===== src/rtl/imem_loader_pkg.sv =====
// Shared types and default sizing for the instruction-memory boot loader.
package imem_loader_pkg;

  typedef enum logic [1:0] {
    IDLE    = 2'd0,
    COLLECT = 2'd1,
    WRITE   = 2'd2,
    DONE    = 2'd3
  } state_e;

  localparam int N_WORDS_DEF = 64;
  localparam int ADDR_W_DEF  = 6;

  typedef logic [1:0] byte_idx_t;

endpackage


===== src/rtl/imem_loader_if.sv =====
// Byte-stream valid/ready link from the host/debug side into the loader.
interface imem_loader_if;
  logic       in_valid;
  logic [7:0] in_data;
  logic       in_last;
  logic       in_ready;

  modport master (output in_valid, output in_data, output in_last, input in_ready);
  modport slave  (input in_valid, input in_data, input in_last, output in_ready);
endinterface


===== src/rtl/imem_loader_word_assembler.sv =====
// Little-endian byte-to-word packer: byte k lands in bits [8k+7:8k].
module word_assembler
  import imem_loader_pkg::*;
(
  input  logic        clk,
  input  logic        reset,
  input  logic        clr,
  input  logic        clr_idx,
  input  logic        load,
  input  logic [7:0]  byte_in,
  output logic [31:0] word,
  output logic        full
);

  byte_idx_t   idx_q, idx_d;
  logic [31:0] word_q, word_d;

  always_comb begin
    idx_d  = idx_q;
    word_d = word_q;
    if (clr) begin
      idx_d  = '0;
      word_d = '0;
    end else if (clr_idx) begin
      idx_d = '0;
    end else if (load) begin
      idx_d = idx_q + 2'd1;
      case (idx_q)
        2'd0:    word_d[7:0]   = byte_in;
        2'd1:    word_d[15:8]  = byte_in;
        2'd2:    word_d[23:16] = byte_in;
        default: word_d[31:24] = byte_in;
      endcase
    end
  end

  always_ff @(posedge clk or negedge reset) begin
    if (!reset) begin
      idx_q  <= '0;
      word_q <= '0;
    end else begin
      idx_q  <= idx_d;
      word_q <= word_d;
    end
  end

  // A load while full completes the word.
  assign full = (idx_q == 2'd3);
  assign word = word_q;

endmodule


===== src/rtl/imem_loader.sv =====
// Boot-time instruction memory writer: byte stream in, one write strobe per assembled word out.
module imem_loader
  import imem_loader_pkg::*;
#(
  parameter int N_WORDS = N_WORDS_DEF,
  parameter int ADDR_W  = ADDR_W_DEF
) (
  input  logic              clk,
  input  logic              reset,
  input  logic              start,
  imem_loader_if.slave      in_if,
  output logic              we,
  output logic [ADDR_W-1:0] waddr,
  output logic [31:0]       wdata,
  output logic              busy,
  output logic              done,
  output logic [ADDR_W:0]   count
);

  localparam logic [ADDR_W-1:0] LAST_ADDR = ADDR_W'(N_WORDS - 1);
  localparam logic [ADDR_W-1:0] ADDR_ONE  = ADDR_W'(1);
  localparam logic [ADDR_W:0]   CNT_ONE   = (ADDR_W + 1)'(1);

  state_e            state_q, state_d;
  logic [ADDR_W-1:0] waddr_q, waddr_d;
  logic [ADDR_W:0]   count_q, count_d;
  logic              last_q, last_d;
  logic              asm_clr, asm_clr_idx, asm_load, asm_full;
  logic              accept;

  assign accept = (state_q == COLLECT) && in_if.in_valid;

  always_comb begin
    state_d     = state_q;
    waddr_d     = waddr_q;
    count_d     = count_q;
    last_d      = last_q;
    asm_clr     = 1'b0;
    asm_clr_idx = 1'b0;
    asm_load    = 1'b0;
    case (state_q)
      IDLE, DONE: begin
        if (start) begin
          state_d = COLLECT;
          waddr_d = '0;
          count_d = '0;
          last_d  = 1'b0;
          asm_clr = 1'b1;
        end
      end
      COLLECT: begin
        if (accept) begin
          asm_load = 1'b1;
          if (asm_full || in_if.in_last) begin
            state_d = WRITE;
            last_d  = in_if.in_last;
          end
        end
      end
      WRITE: begin
        count_d     = count_q + CNT_ONE;
        asm_clr_idx = 1'b1;
        // The assembly register is kept on the way to DONE so wdata stays put.
        if (last_q || (waddr_q == LAST_ADDR)) begin
          state_d = DONE;
        end else begin
          state_d = COLLECT;
          waddr_d = waddr_q + ADDR_ONE;
          asm_clr = 1'b1;
        end
      end
      default: state_d = IDLE;
    endcase
  end

  always_ff @(posedge clk or negedge reset) begin
    if (!reset) begin
      state_q <= IDLE;
      waddr_q <= '0;
      count_q <= '0;
      last_q  <= 1'b0;
    end else begin
      state_q <= state_d;
      waddr_q <= waddr_d;
      count_q <= count_d;
      last_q  <= last_d;
    end
  end

  word_assembler u_asm (
    .clk     (clk),
    .reset   (reset),
    .clr     (asm_clr),
    .clr_idx (asm_clr_idx),
    .load    (asm_load),
    .byte_in (in_if.in_data),
    .word    (wdata),
    .full    (asm_full)
  );

  // All strobes decode straight from the state flop, so reset drops them without a clock.
  assign in_if.in_ready = (state_q == COLLECT);
  assign we             = (state_q == WRITE);
  assign busy           = (state_q == COLLECT) || (state_q == WRITE);
  assign done           = (state_q == DONE);
  assign waddr          = waddr_q;
  assign count          = count_q;

endmodule


===== src/flat_wrapper.sv =====
// flat-port wrapper written by rule: the top's interface ports become plain ports
module imem_loader_flat import imem_loader_pkg::*;
#(
  parameter int N_WORDS = N_WORDS_DEF,
  parameter int ADDR_W  = ADDR_W_DEF
)
  (clk, reset, start, we, waddr, wdata, busy, done, count, in_if_in_valid, in_if_in_data, in_if_in_last, in_if_in_ready);
  imem_loader_if in_if_i ();
  input  logic clk;
  input  logic reset;
  input  logic start;
  output logic we;
  output logic [ADDR_W-1:0] waddr;
  output logic [31:0] wdata;
  output logic busy;
  output logic done;
  output logic [ADDR_W:0] count;
  input wire logic [$bits(in_if_i.in_valid)-1:0] in_if_in_valid;
  input wire logic [$bits(in_if_i.in_data)-1:0] in_if_in_data;
  input wire logic [$bits(in_if_i.in_last)-1:0] in_if_in_last;
  output wire logic [$bits(in_if_i.in_ready)-1:0] in_if_in_ready;
  assign in_if_i.in_valid = in_if_in_valid;
  assign in_if_i.in_data = in_if_in_data;
  assign in_if_i.in_last = in_if_in_last;
  assign in_if_in_ready = in_if_i.in_ready;
  imem_loader #(.N_WORDS(N_WORDS), .ADDR_W(ADDR_W)) u_core (.clk(clk), .reset(reset), .start(start), .in_if(in_if_i), .we(we), .waddr(waddr), .wdata(wdata), .busy(busy), .done(done), .count(count));
endmodule

===== config.mk =====
export PLATFORM = sky130hd
export DESIGN_NAME = imem_loader_flat
export DESIGN_NICKNAME = d
export VERILOG_FILES = /design/src/rtl/imem_loader_pkg.sv /design/src/rtl/imem_loader_if.sv /design/src/rtl/imem_loader_word_assembler.sv /design/src/rtl/imem_loader.sv /design/src/flat_wrapper.sv
export SDC_FILE = /design/constraint.sdc
export NUM_CORES = 1
export LEC_CHECK = 0
export ABC_AREA = 1
export CORE_MARGIN = 4
export CORE_UTILIZATION = 30
export DETAILED_ROUTE_END_ITERATION = 10
export GPL_TIMING_DRIVEN = 0
export PLACE_DENSITY = 0.63
export SYNTH_ARGS = -nofsm -noshare
export SYNTH_HDL_FRONTEND = slang
export SYNTH_HIERARCHICAL = 1
export SYNTH_SLANG_ARGS = --single-unit

===== constraint.sdc =====
create_clock -name clk -period 5 [get_ports clk]
set_input_delay 0.5 -clock clk [delete_from_list [all_inputs] [get_ports clk]]
set_output_delay 0.5 -clock clk [all_outputs]
set_load 0.03 [all_outputs]

* Word level (Yosys, flattened, before mapping)
Index checks and enable logic that the tools add are counted.
Operators by class: add/subtract/negate cells 3, muxes and demuxes 30, reduce and logical (&&, ||, !) cells 23, equal/unequal tests 13
Operators with widths (number):
- $mux 32 | 3
- $mux 8 | 4
- $reduce_and 3->1 | 6
- $mux 2 | 7
- $pmux 7 s2 | 1
- $mux 6 | 2
- $pmux 6 s2 | 1
- $reduce_bool 2->1 | 6
- $eq 2x2->1 const B | 4
- $mux 1 | 8
- $ne 2x1->1 const B | 4
- $add 7x1->7 const B | 1
- $mux 7 | 1
- $add 6x1->6 const B | 1
- $eq 6x6->1 const B | 1
- $pmux 2 s3 | 1
- $eq 2x1->1 const B | 2
- $logic_not 2->1 | 2
- $ne 2x2->1 const B | 2
- $pmux 1 s2 | 2
- $reduce_and 4->1 | 1
- $logic_or 1x1->1 | 3
- $reduce_bool 3->1 | 1
- $reduce_or 3->1 | 1
- other kinds (4) | 4
Storage, ports and cells: register bits 50, output and inout bits 49

* Depth between registers and ports, before layout
Gate-level depths: netlist (run 1).
depth after elaboration 7, depth in mapped cells 11, gate-level depth less buffers 9

* By module
Netlist (run 1), hierarchy kept.
By module, submodules not included:
- word_assembler | area an instance 1567.8 µm², cells an instance 178, instances 1
- imem_loader | area an instance 1026.0 µm², cells an instance 136, instances 1

* Worst setup path after synthesis (run 1)
OpenSTA, ideal clock, no wires.
kind register to register, start point register u_core.state_q[0], end point register u_core.u_asm.word_q[10] (netlist: u_core/u_asm/word[10]), period minus slack after synthesis 2.018 ns, library setup time 0.119 ns, path slack 2.982 ns, stages on the path, launching flop included 11, required time 4.881 ns, arrival 1.899 ns, cell sequence dfrtp_1 > inv_1 > ha_1 > buf_2 > nand2_1 > a21oi_1 > buf_4 > inv_1 > buf_2 > nand3_1 > nand2_1
Between the ends: elaborated cells between the ends (all ways) 15, those cells by class eq/ne (4); mux (5); reduce/logical (6)
RTL lines:
- from (decl) | RTL line imem_loader.sv:24 | state_e state_q, state_d;
- from (signal assigned) | RTL line imem_loader.sv:83 | state_q <= state_d;
- $eq 2x2->1 *
- net we | RTL line flat_wrapper.sv:12 | output logic we;
- $pmux 1 s2 * | RTL line imem_loader.sv:41 | case (state_q)
- net u_core.asm_clr | RTL line imem_loader.sv:28 | logic asm_clr, asm_clr_idx, asm_load, asm_full;
- $ne 2x1->1 (no source line) / $reduce_bool 2->1 (equally long branches)
- $reduce_and 3->1 (no source line)
- to (signal assigned) | RTL line imem_loader_word_assembler.sv:43 | word_q <= word_d;
- to (decl) | RTL line imem_loader_word_assembler.sv:16 | logic [31:0] word_q, word_d;
The timed path passes the listed nets; every way through them passes the cells marked *. A chain may end at the register's enable or synchronous reset.

* Worst setup path in the final report (run 1)
start point register u_core.state_q[0], end point output busy
Between the ends: word-level cells in the longest chain between the ends 2, elaborated cells between the ends (all ways) 3, those cells by class eq/ne (2); reduce/logical (1)
RTL lines:
- $eq 2x1->1 / $eq 2x2->1 (equally long branches) | RTL line imem_loader.sv:104 | assign busy = (state_q == COLLECT) || (state_q == WRITE);
- $logic_or 1x1->1 * | RTL line imem_loader.sv:104
- to (decl) | RTL line flat_wrapper.sv:15 | output logic busy;
Mark *: on every way between the ends. The rest lies on a longest branch, timed or not.

==> summary.md, run 1 <==
| Metric | Value |
|---|---|
| Input/output buffers | `a little over 60` |
| Drt pass-1 iters | `4` |
| Hold Buf Count CTS | `0` |
| CP Cell Sequence | `inv_1 > ha_1 > inv_1 > clkdlybuf4s50_1` |
| Met1 Usage GRT | `19.4%` |
| Final setup fails | `0` |
| Post-Syn Area | `roughly 2600 sq um` |
| Met2 GRT Util | `21.0%` |
| Worst EP arrival | `approximately 2.0 ns` |
| EDFF count, synth | `0` |
| Routed Wire Length | `6560 microns` |
| Sw Pwr | `926 uW` |
| Status | `finished clean` |
| Slew margin rel. | `62.8%` |
| Gr usage total | `13.6%` |
| Required @ worst endpoint | `4.50 ns` |
| Synth async-reset ratio | `100%` |
| TNS Setup | `0 ns` |
| Total CTS buffers | `5` |
| Via-per-instance ratio | `4.71` |
| CP max stage delay | `a little under 0.7 ns` |
| Post-CTS resize count | `0` |
| Slew Viols, Final | `0` |
| Sw frac | `47.2%` |
| DR WL/cell | `about 13 microns` |
| P_leak | `1.73 nW` |
| Comb pwr share | `56.5%` |
| Worst setup SP type | `register` |
| Cells after Synth | `314` |
| TritonCTS clock tree | `yes` |
| Post-route clock period utilization | `49.6%` |
| Worst VDD drop | `0.000201 V` |
| Clock network fraction of total power | `12.4%` |
| Post-CTS Setup Inserts | `0` |
| Clock root cell | `clkbuf_8` |
| Max-Cap Viols | `0` |
| CORE AREA | `8300 sq um` |
| Fin nets | `406` |
| Area grow syn2layout | `32.8%` |
| Pin count of the biggest net entering global routing | `29` |
| Via count | `2304` |
| DIE WIDTH | `101 microns` |
| Share of cells above drive strength 1 | `9.11%` |
| Flops & latches, synth | `50` |
| Gpl congestion | `0.826` |
| Flop pwr share | `31.1%` |
| Fillers | `847` |
| Htree depth | `2` |
| Pwr Density | `569 nW/um^2` |
| DRC viols | `0` |
| Seq/Total Area, Yosys | `~48%` |
| First-pass GRT wire length | `11100 microns` |
| Starting Density | `between 30% and 40%` |
| Final Hold Fails | `0` |
| Crit path max fanout | `4` |
| Tmin final | `around 2.5 ns` |
| Die Y-Extent | `101 microns` |
| Clk slew on worst S/H paths | `0.09 ns` |
| CP max-delay cell | `clkdlybuf4s50_1` |
| Post-Syn Area per Cell | `8.26 sq um` |
| Number of global-route vias before repair | `2209` |
| GRT Max-Usage Layer | `met2` |
| Syn Nets | `337` |
| Yosys cell types | `27` |
| CP endpoint kind | `primary output` |
| Slew @ Worst Pin | `0.558 ns` |
| RSZ-0062 raised after global routing | `false` |
| Worst skew pair latency | `approximately 0.30 ns` |
| Seq. cell area | `1250 sq um` |
| Initial antenna violation count | `0` |
| Number of DRC markers in iteration 0 | `96` |
| Cell Rows | `33` |
| Die footprint | `10200 sq um` |
| Hold slack | `0.178 ns` |
| Post-synth top flop | `dfrtp_1` |
| CP dominant cell by count | `inv_1` |
| Type of the worst min-delay path | `in -> async` |
| Area of the multi-input gates | `~1100 sq um` |
| HPWL after DPL | `4990 microns` |
| # diodes | `0` |
| Final setup skew | `0.00694 ns` |
| Setup Crit Path Kind | `reg -> out` |
| Grt ovf | `0` |
| P_int | `1.03 mW` |
| Max clock buf depth | `2` |
| # IOs | `62` |
| Commonest non-fill, non-tap cell in the layout | `nand2_1` |
| Final ANT Viol Nets | `0` |
| Met3 usage | `1.80%` |
| Clk sink count | `50` |
| Yosys warns | `6` |
| Most frequent cells in the layout | `nand2_1, nand3_1, clkdlybuf4s50_1` |
| Peak Freq | `roughly 400 MHz` |
-- worst paths after layout --
| check | slack (ns) | cells past startpoint | endpoint | from |
|---|---|---|---|---|
| min in group clk | 0.50 | 2 | u_core/last_q | u_core/last_q |
| max in group asynchronous | 4.28 | 2 | u_core/u_asm/word[30] | reset |
| worst min register to register | 0.50 | 2 | u_core/last_q | u_core/last_q |
| worst max register to register | 2.83 | 10 | u_core/u_asm/word[29] | u_core/state_q[0] |
| worst min-delay path | 0.18 | 1 | u_core/count[5] | reset |
| worst max-delay path | 2.52 | 4 | busy | u_core/state_q[0] |
-- critical path: cells and delay by family (launching register included) --
| family | cells | cell delay [ns] |
|---|---|---|
| adders and majority gates | 1 | 0.37 |
| buffers and inverters | 3 | 0.89 |
| DFF | 1 | 0.42 |
-- registers in the layout (all words and copies together) (netlist names) --
| register | count |
|---|---|
| u_core/last_q | 1 |
| u_core/waddr | 6 |
| u_core/u_asm/idx_q | 2 |
| u_core/u_asm/word | 32 |
| u_core/count | 7 |
| u_core/state_q | 2 |
-- per-layer routing --
metal	vias up	share of wire, %
met5	-	0
met4	0	1.2
met3	4	4.9
met2	53	49
met1	1092	45
li1	1155	-
-- cell type report --
type | instances | area share (%)
well taps | 105 | 3.81
clock inverters | 3 | 0.726
plain buffers | 13 | 2.98
clock buffers | 5 | 2.00
flip-flops and latches | 50 | 36.3
multi-input cells | 220 | 32.6
inverters | 31 | 3.38
repair buffers | 62 | 18.2
-- cell families (layout without fill, tap and decap cells) --
logic type      Yosys count  count (layout)  synth area share [%]
compound gates           14              14                  3.81
xor+xnor                  4               4                  1.35
fa+ha+maj                10              10                  4.82
buf+inv                  44             114                  8.44
flops                    50              50                  48.2
simple gates            192             192                  33.3
-- cells in the mapped netlist (2+ instances only) --
master	instances	area, sq um
nand2_2	3	18.8
nand3_1	74	370
inv_1	29	109
a21oi_1	2	10.0
o21bai_1	2	15.0
inv_2	2	7.51
dfrtp_1	50	1250
buf_4	5	37.5
buf_6	4	45.0
buf_2	4	20.0
nand4_1	6	37.5
o21ai_0	6	30.0
nand2_1	79	297
xor2_1	3	26.3
nor2_1	24	90.1
ha_1	10	125
-- power by group through the flow --
stage,combinational [mW],clock (mW),sequential (mW)
3_3_place_gp,1.10,0,0.617
2_1_floorplan,0.520,0,0.801
4_1_cts,1.12,0.255,0.610
6_report,1.11,0.243,0.609
5_1_grt,1.21,0.271,0.628
3_5_place_dp,1.11,0,0.618
-- through the flow --
step / total power [mW] / instance area [sq um] / instances / setup slack, ns / util (%)
floorplan: 1.32 / 2590 / 314 / 2.98 / -
global placement: 1.72 / 3340 / 480 / 1.88 / 40.2
detailed placement: 1.73 / 3350 / 481 / 2.83 / 40.4
CTS: 1.98 / 3440 / 489 / 2.50 / 41.5
global route: 2.11 / 3440 / 489 / 2.41 / 41.5
finish: 1.96 / 3440 / 489 / 2.52 / 41.5
Note: power is estimated with default switching activity, not from simulation.
==> run 2: changes to the inputs <==
Settings changed: PLACE_DENSITY 0.63 to 0.65.
Clock period 5 ns to 2.1 ns, I/O delays scaled along.
==> run 2 against run 1 <==
Setup slack got worse by 2.4 ns. First-iteration DRC count increased by 28%. Count of clock-buffer cells in the layout increased by 1. Critical path depth increased by 7. Hold slack improved by 0.15 ns. Routed wire length increased by 4.5%. Clock power increased by 150%. Highest routed layer unchanged. Sequential share of layout area decreased by 1.1 points.
==> summary.md, run 2 (synthesis results as in run 1) <==
| Metric | Value |
|---|---|
| Worst EP arrival | `2.17 ns (was 1.98 ns)` |
| Type of the worst min-delay path | `in -> async (unchanged)` |
| Worst setup SP type | `register (unchanged)` |
| P_leak | `1.78 nW (was 1.73 nW)` |
| CORE AREA | `8300 sq um (unchanged)` |
| Grt ovf | `0 (unchanged)` |
| Required @ worst endpoint | `2.30 ns (was 4.50 ns)` |
| Number of DRC markers in iteration 0 | `123 (was 96)` |
| Area grow syn2layout | `37.2% (was 32.8%)` |
| Status | `finished clean (unchanged)` |
| Met2 WL | `3240 microns (was 3190 microns)` |
| TNS Setup | `0 ns (unchanged)` |
| Design Area, Final | `3560 sq um (was 3440 sq um)` |
| Final setup skew | `0.0100 ns (was 0.00694 ns)` |
| Max clock buf depth | `2 (unchanged)` |
| Worst setup path startpoint | `u_core/waddr[0] (was u_core/state_q[0])` |
| Slew Viols, Final | `0 (unchanged)` |
| Placed instance area | `3350 sq um (unchanged)` |
| Via-per-instance ratio | `4.81 (was 4.71)` |
| DRC viols | `0 (unchanged)` |
| DIE WIDTH | `101 microns (unchanged)` |
| Crit path max fanout | `10 (was 4)` |
| Via count | `2378 (was 2304)` |
| Commonest non-fill, non-tap cell in the layout | `nand2_1 (unchanged)` |
| Clock root cell | `clkbuf_8 (unchanged)` |
| Clk sink count | `50 (unchanged)` |
| Initial antenna violation count | `0 (unchanged)` |
| Pin count of the biggest net entering global routing | `39 (was 29)` |
| Hold slack | `0.328 ns (was 0.178 ns)` |
| Gpl congestion | `0.834 (was 0.826)` |
| TritonCTS clock tree | `yes (unchanged)` |
| Starting Density | `31.3% (unchanged)` |
| Worst skew pair latency | `0.30 ns (about the same)` |
| Reg-to-Reg End | `u_core/u_asm/word[4] (was u_core/u_asm/word[29])` |
| Share of cells above drive strength 1 | `12.6% (was 9.11%)` |
| Htree depth | `2 (unchanged)` |
| Gr usage total | `13.5% (was 13.6%)` |
| # diodes | `0 (unchanged)` |
| Fin nets | `411 (was 406)` |
| Most frequent cells in the layout | `nand2_1, nand3_1, clkdlybuf4s50_1 (unchanged)` |
| Cell Rows | `33 (unchanged)` |
| Worst VDD drop | `0.000478 V (was 0.000201 V)` |
| Drt pass-1 iters | `4 (unchanged)` |
| Max-Cap Viols | `0 (unchanged)` |
| Number of global-route vias before repair | `2268 (was 2209)` |
| Final setup fails | `0 (unchanged)` |
| CP endpoint kind | `register (was primary output)` |
| Slew @ Worst Pin | `0.390 ns (was 0.558 ns)` |
| Peak Freq | `506 MHz` |
| Util after Layout | `42.9% (was 41.5%)` |
| Clk slew on worst S/H paths | `0.10 ns (was 0.09 ns)` |
| Tmin final | `1.98 ns` |
| Placed insts | `481 (unchanged)` |
| Count of non-filler cells in the finished layout | `494 (was 489)` |
| Die footprint | `10200 sq um (unchanged)` |
| WL met3 | `485 microns (was 322 microns)` |
| R2R depth | `11 (was 10)` |
| Input/output buffers | `61 (unchanged)` |
| Routed Wire Length | `6850 microns (was 6560 microns)` |
| Setup Crit Path Kind | `reg -> reg (was reg -> out)` |
| M1 WL | `3020 microns (was 2970 microns)` |
| Pwr Density | `1370 nW/um^2 (was 569 nW/um^2)` |
| Final ANT Viol Nets | `0 (unchanged)` |
| CP Capture Point | `u_core/u_asm/word[4] (was busy)` |
| Post-route clock period utilization | `roughly 94%` |
| Slew margin rel. | `73.9% (was 62.8%)` |
| Total CTS buffers | `5 (unchanged)` |
| FF-to-FF Start | `u_core/waddr[0] (was u_core/state_q[0])` |
| DR WL/cell | `13.9 microns (was 13.4 microns)` |
| Flip-flop count of the largest register after layout | `32 (unchanged)` |
| Die Y-Extent | `101 microns (unchanged)` |
| Final Hold Fails | `0 (unchanged)` |
| HPWL after DPL | `5050 microns (was 4990 microns)` |
| # IOs | `62 (unchanged)` |
| Fillers | `846 (was 847)` |
| First-pass GRT wire length | `11000 microns (was 11100 microns)` |
| DR top layer | `met4 (unchanged)` |
| R2r setup slk | `0.12 ns (was 2.83 ns)` |
## run 2: cell count changes in the layout (fill, tap and decap cells not counted), moves of 3 or more
cell and change:
nor2_2 +3, nor2_1 -6, buf_2 -4, nor2_4 +3, buf_4 +3, clkbuf_4 +3
## run 2: what timing repair did
action                                 in CTS  in global routing
buffers inserted                            0                  3
endpoints found under the hold margin      12                  0
hold buffers                                1                  0
setup endpoints to repair                  32                 33
gates resized for setup                     2                 20
cloned                                      0                  1
## run 2: stage by stage
| stage | setup slack, ns | total power [mW] |
|---|---|---|
| finish | 0.122 | 4.87 |
| global route | -0.0314 | 5.20 |
| CTS | 0.00618 | 4.75 |
| detailed placement | -0.0835 | 4.13 |
| global placement | -0.723 | 4.09 |
| floorplan | 0.0818 | 3.15 |
## run 2: worst min path at each step
stage / start / endpoint / slack [ns] / cells after the start
3_3_place_gp: u_core/last_q / u_core/last_q / 0.47 / 2
6_report: reset / u_core/u_asm/word[1] / 0.33 / 2
3_5_place_dp: reset / u_core/count[3] / 0.13 / 1
2_1_floorplan: reset / u_core/count[0] / -0.09 / 0
5_1_grt: reset / u_core/u_asm/word[1] / 0.36 / 2
4_1_cts: reset / u_core/u_asm/word[1] / 0.32 / 2
## run 2: report_power, final
group,switching (mW),leakage [nW],internal [mW]
clock network,0.334,0.0514,0.272
logic,1.75,1.05,1.07
registers,0.199,0.675,1.25
## run 2: cell type report
| type | count | area (sq um) | area share, % |
|---|---|---|---|
| sequential | 50 | 1250 | 35.2 |
| clock buffer | 6 | 82.6 | 2.32 |
| tap | 105 | 131 | 3.69 |
| clock inverter | 2 | 17.5 | 0.492 |
| multi-input combinational | 220 | 1170 | 32.9 |
| inverter | 31 | 116 | 3.27 |
| buffer | 13 | 116 | 3.27 |
| timing repair buffer | 67 | 671 | 18.8 |
## run 2: critical path, stage by stage (launching register included)
cell,delay [ns]
dfrtp_2,0.45
ha_1,0.24
nand3_2,0.12
o21bai_4,0.08
inv_1,0.07
nand2_1,0.06
a21oi_2,0.17
buf_4,0.18
inv_1,0.11
clkbuf_4,0.21
nand3_1,0.12
nand2_1,0.08
## run 2: layer usage
layer / up-vias / track usage, %
met4: 0 / 4.19
met5: - / 0
met2: 61 / 21.0
met1: 1140 / 18.9
li1: 1167 / -
met3: 10 / 2.84
